[src/rtl/booth_pkg.sv]
// Shared constants for the radix-4 Booth multiplier datapath: operand width,
// control-strobe bit positions and the Booth digit encodings seen on q_lsb.
package booth_pkg;

  localparam int unsigned BOOTH_WIDTH = 8;
  localparam int unsigned NUM_CTRL    = 8;

  localparam int unsigned C_LOAD_M = 0;
  localparam int unsigned C_LOAD_Q = 1;
  localparam int unsigned C_ADD    = 2;
  localparam int unsigned C_SUB    = 3;
  localparam int unsigned C_DBL    = 4;
  localparam int unsigned C_SHIFT  = 5;
  localparam int unsigned C_OUT_A  = 6;
  localparam int unsigned C_OUT_Q  = 7;

  // {Q[1],Q[0],Q[-1]} -> multiple of M to accumulate before the shift
  typedef enum logic [2:0] {
    DIG_ZERO_L   = 3'b000,
    DIG_PLUS1_A  = 3'b001,
    DIG_PLUS1_B  = 3'b010,
    DIG_PLUS2    = 3'b011,
    DIG_MINUS2   = 3'b100,
    DIG_MINUS1_A = 3'b101,
    DIG_MINUS1_B = 3'b110,
    DIG_ZERO_H   = 3'b111
  } booth_digit_e;

endpackage

[src/rtl/booth_datapath_addsub.sv]
// Combinational Booth operand path: selects M or 2M (sign-extended), optionally
// negates it, and adds it to the accumulator with wrapping arithmetic.
module booth_addsub
  import booth_pkg::*;
#(
  parameter int unsigned WIDTH = BOOTH_WIDTH
) (
  input  logic [WIDTH+1:0] a,
  input  logic [WIDTH-1:0] m,
  input  logic             sub,
  input  logic             dbl,
  output logic [WIDTH+1:0] sum_c
);

  localparam int unsigned AW = WIDTH + 2;

  logic [AW-1:0] m_ext;
  logic [AW-1:0] op;
  logic [AW-1:0] op_inv;

  assign m_ext  = {{2{m[WIDTH-1]}}, m};
  assign op     = dbl ? {m_ext[AW-2:0], 1'b0} : m_ext;
  assign op_inv = op ^ {AW{sub}};
  // Invert-plus-one gives the two's complement when subtracting
  assign sum_c  = a + op_inv + AW'(sub);

endmodule

[src/rtl/booth_datapath.sv]
// Radix-4 Booth multiplier register datapath driven by reg_fsm strobes c0..c7.
// Optional product-zero flag is built when BOOTH_ZERO_FLAG_EN is defined.
module booth_datapath
  import booth_pkg::*;
#(
  parameter int unsigned WIDTH = BOOTH_WIDTH
) (
  input  logic             clk,
  input  logic             reset,
  input  logic [WIDTH-1:0] inbus,
  input  logic             c0,
  input  logic             c1,
  input  logic             c2,
  input  logic             c3,
  input  logic             c4,
  input  logic             c5,
  input  logic             c6,
  input  logic             c7,
  output logic [2:0]       q_lsb,
  output logic [WIDTH-1:0] outbus,
  output logic             zero
);

  localparam int unsigned AW = WIDTH + 2;

  logic [NUM_CTRL-1:0] ctrl;
  logic [AW-1:0]       a, a_d, a_mid, sum_c;
  logic [WIDTH-1:0]    q, q_d, m, m_d, outbus_d;
  logic                qm1, qm1_d;
  booth_digit_e        digit;

  assign ctrl  = {c7, c6, c5, c4, c3, c2, c1, c0};
  assign digit = booth_digit_e'({q[1], q[0], qm1});
  assign q_lsb = digit;

  booth_addsub #(.WIDTH(WIDTH)) u_addsub (
    .a     (a),
    .m     (m),
    .sub   (ctrl[C_SUB]),
    .dbl   (ctrl[C_DBL]),
    .sum_c (sum_c)
  );

  assign a_mid = ctrl[C_ADD] ? sum_c : a;

  // Next-state: loads win over arithmetic; a fused add+shift shifts the sum
  always_comb begin
    a_d      = a;
    q_d      = q;
    qm1_d    = qm1;
    m_d      = m;
    outbus_d = outbus;
    if (ctrl[C_LOAD_M] || ctrl[C_LOAD_Q]) begin
      if (ctrl[C_LOAD_M]) begin
        m_d   = inbus;
        a_d   = '0;
        qm1_d = 1'b0;
      end
      if (ctrl[C_LOAD_Q]) begin
        q_d = inbus;
      end
    end else if (ctrl[C_SHIFT]) begin
      a_d   = {{2{a_mid[AW-1]}}, a_mid[AW-1:2]};
      q_d   = {a_mid[1:0], q[WIDTH-1:2]};
      qm1_d = q[1];
    end else begin
      a_d = a_mid;
    end
    if (ctrl[C_OUT_A]) begin
      outbus_d = a[WIDTH-1:0];
    end else if (ctrl[C_OUT_Q]) begin
      outbus_d = q;
    end
  end

  always_ff @(posedge clk) begin
    if (reset) begin
      a      <= '0;
      q      <= '0;
      qm1    <= 1'b0;
      m      <= '0;
      outbus <= '0;
    end else begin
      a      <= a_d;
      q      <= q_d;
      qm1    <= qm1_d;
      m      <= m_d;
      outbus <= outbus_d;
    end
  end

`ifdef BOOTH_ZERO_FLAG_EN
  logic update_c;

  assign update_c = ctrl[C_LOAD_M] | ctrl[C_LOAD_Q] | ctrl[C_ADD] | ctrl[C_SHIFT];

  always_ff @(posedge clk) begin
    if (reset) begin
      zero <= 1'b0;
    end else begin
      zero <= update_c && ({a_d[WIDTH-1:0], q_d} == '0);
    end
  end
`else
  assign zero = 1'b0;
`endif

endmodule
[config.mk]
export PLATFORM = sky130hd
export DESIGN_NAME = booth_datapath
export DESIGN_NICKNAME = d
export VERILOG_FILES = /design/src/rtl/booth_pkg.sv /design/src/rtl/booth_datapath_addsub.sv /design/src/rtl/booth_datapath.sv
export SDC_FILE = /design/constraint.sdc
export NUM_CORES = 1
export LEC_CHECK = 0
export ABC_AREA = 1
export CAP_MARGIN = 5
export CORE_ASPECT_RATIO = 2
export CORE_UTILIZATION = 51
export DETAILED_ROUTE_END_ITERATION = 6
export GPL_TIMING_DRIVEN = 0
export MAX_ROUTING_LAYER = met4
export PLACE_DENSITY = 0.75
export SETUP_SLACK_MARGIN = 0.3
export SYNTH_ARGS = -nofsm -noshare
export SYNTH_HDL_FRONTEND = slang
export SYNTH_SLANG_ARGS = --single-unit
[constraint.sdc]
create_clock -name clk -period 2.8 [get_ports clk]
set_input_delay 0.56 -clock clk [delete_from_list [all_inputs] [get_ports clk]]
set_output_delay 0.56 -clock clk [all_outputs]
set_load 0.02 [all_outputs]
==> results.tsv <==
metric	value	unit
Synth Area in Adders	0.05229	
Initial Util	0.5294	
outcome	finished, final reports clean	
area grow syn2layout	17.37	%
min cycle time layout	2.297	ns
Die Ht	96.91	um
Fillers	436	
Total Neg Setup Slack	0	ns
worst-path fanout max	10	
storage element area	701.9	um^2
Final Cell Area	0.002696	mm^2
post-synthesis xor/xnor area fraction	0.03813	
Tightest Pin Transition	0.7378	ns
root buffer cell	clkbuf_8	
number of buffers added on ports	23	
vias per cell	5.437	
WP data arrival	2.49	ns
Worst path max stage delay	0.35	ns
Pre-antenna DRT Iters	5	
final core utilization	0.6214	
max-slew violations	0	
post-synthesis simple-gate area fraction	0.2941	
most common cell after layout, fill and taps aside	nand2_1	
compound-cell area share of the yosys netlist	0.1961	
Pint	0.8952	mW
# clock sinks	35	
VDD IR max	391.5	uV
critical path cell sequence	buf_6 > inv_8 > o21ai_0 > xor2_1 > ha_1 > a21oi_1 > nand2_1 > nand2_1 > nand3_1 > nand2_1 > nand3_1 > nand2_1 > nand2_1 > nand2_1 > a21oi_2	
Final Total Pwr	1.330	mW
fin crit share	0.8202	
Startpoint Class	primary input	
Worst Skew	0.004503	ns
Horiz. Die Dim	49.46	um
switching share of total power	0.3270	
CTS tree	done	
vias in the first global route	2266	
synth unique cells	39	
Overflow after GRT	0	
GP Congestion	0.9207	
die area	0.004793	mm^2
total setup buffers inserted after CTS	0	
Global Route Usage Sum	0.2891	
Crit Path Category	primary input to flip-flop	
normalized max-slew margin	0.5063	
total CTS buffers	5	
Avg Cell Area, Syn	6.878	um^2
Clock Latency Late Sink	0.30	ns
io pins	30	
CTS Buffer Depth	2	
clock share of power	0.316	
routed vias	2278	
Syn Inst Count	334	
diode count	0	
Seq pwr share	0.421	
FMAX	435.4	MHz
Multi-input gate area	0.001338	mm^2
Crit-path slowest cell	ha_1	
HP Class	flip-flop to flip-flop	
final hold violation count	0	
dpl hpwl	4.791	mm
Core ar.	0.004339	mm^2
synth warn	0	
most used cell, CP	nand2_1	
Crit. End Element	flip-flop	
# nets final	391	
multiplexer area fraction after synthesis	0	
critical path's top delay family	simple AND/OR/NAND/NOR gates	
syn_nets	361	
initial antenna violation count	0	
Total Routed Length	6.137	mm
Buffers & Inverters on Critical Path	2	
Wirelength per Cell	14.65	um
Synth Register Bits	35	
Mapped Area	0.002297	mm^2
Combinational Power Share	0.263	
Reg clk slew, reported paths	0.07	ns
htree depth	2	
commonest non-fill, non-tap cells in the layout	nand2_1, dfxtp_1, inv_1	
max cap viols	0	
hold slack	0.4741	ns
Rows	34	
area post-placement	0.002595	mm^2
Power Dens Cells	493.3	mW/mm^2
Worst EP required	2.99	ns
DRC	0	
Final setup viols	0	
largest net degree at the start of global routing	11	
leak pwr	1.217	nW
post-route ant nets	0	
main combinational cell family by area after synthesis	simple AND/OR/NAND/NOR gates	
number of DRC markers in iteration 0	55	
RSZ-0062 raised after global routing	no	
global-route wire length before repair	10.24	mm
Sw Pwr	0.4350	mW
layout cell share with drive strength beyond 1	0.1233	
sequential area share after synthesis	0.3050	
-- repair_timing --
| action | CTS | global route |
|---|---|---|
| gates resized for setup | 0 | 2 |
| hold buffers | 0 | 0 |
| setup endpoints to repair | 0 | 4 |
| endpoints found under the hold margin | 0 | 0 |
-- synth_stat cells --
master	n	share of area
o22ai_1	1	0.0027
o21ai_0	23	0.050
nor2_4	2	0.0098
nand2_1	82	0.13
a22oi_1	2	0.0065
inv_8	1	0.0049
ha_1	8	0.044
nand3_2	2	0.0087
buf_4	4	0.013
inv_1	32	0.052
o211ai_1	1	0.0033
nand3b_1	1	0.0033
xnor2_1	2	0.0076
o221ai_1	8	0.031
a21oi_2	3	0.011
conb_1	1	0.0016
nor2_1	25	0.041
nand4_1	3	0.0082
a21o_1	1	0.0033
buf_1	1	0.0016
dfxtp_1	35	0.31
fa_1	1	0.0087
o21a_1	1	0.0033
nor2_8	1	0.0087
clkinv_2	1	0.0022
buf_2	5	0.011
clkbuf_1	2	0.0033
a31oi_1	8	0.022
nand2_4	1	0.0049
xor2_1	8	0.031
nand3_1	21	0.046
nor2_2	2	0.0054
or2_1	1	0.0027
o21ai_1	3	0.0065
inv_2	3	0.0049
buf_6	4	0.020
nand2_2	4	0.011
a21oi_1	26	0.057
or2_2	4	0.011
-- stage by stage --
stage / setup WS, ns / instances
floorplan: 0.5468 / 334
global placement: 0.2151 / 411
detailed placement: 0.2261 / 411
CTS: 0.4911 / 419
global route: 0.3394 / 419
finish: 0.5033 / 419
-- per-layer routing --
layer,up-vias,routed length [um],share of wire,GRT usage
met5,-,0,0,-
met4,0,500,0.081,0.2440
met3,34,176,0.029,0.02516
met2,66,3166,0.52,0.4963
met1,1014,2294,0.37,0.2811
li1,1164,-,-,-
-- logic make-up (layout without fill, tap and decap cells) --
kind of cell | Yosys count | count (layout)
AOI/OAI and AO/OA | 77 | 77
adders and majority gates | 9 | 9
buffers and inverters | 53 | 84
and+or+nand+nor | 149 | 149
xor gates and xnor gates | 10 | 10
DFF | 35 | 35
other | 1 | 1
-- final cells by class --
type                       count  share of cell area
buffer                        16             0.04130
tap                           54             0.02506
multi-input combinational    246              0.4961
inverter                      37             0.05476
sequential                    35              0.2603
clock buffer                   8             0.03712
timing repair buffer          23             0.08538
-- power by group through the flow --
| stage | clock network [mW] | registers, mW | logic [mW] |
|---|---|---|---|
| finish | 0.421 | 0.560 | 0.350 |
| global route | 0.435 | 0.562 | 0.390 |
| CTS | 0.420 | 0.559 | 0.348 |
| detailed placement | 0 | 0.570 | 0.345 |
| global placement | 0 | 0.569 | 0.340 |
| floorplan | 0 | 0.569 | 0.237 |
-- worst register-to-register path, delay by kind of cell, from the launching register on --
kind            cells  cell delay (ns)
compound gates      3             0.48
xor+xnor            1             0.28
fa+ha+maj           1             0.35
buf+inv             1             0.05
flops               1             0.31
simple gates        8             0.67
-- registers in the layout, indices dropped and copies added, names as in the netlist --
signal	cells
a	10
m	8
qm1	1
q	8
outbus	8
-- worst paths after layout --
kind / cells past startpoint / startpoint / slack (ns) / end
min reg2reg: 2 / m[5] / 0.47 / m[5]
max: 15 / c4 / 0.50 / a[7]
min: 2 / m[5] / 0.47 / m[5]
max reg2reg: 14 / m[3] / 0.56 / a[7]
Power figures use the tool's default switching activity.
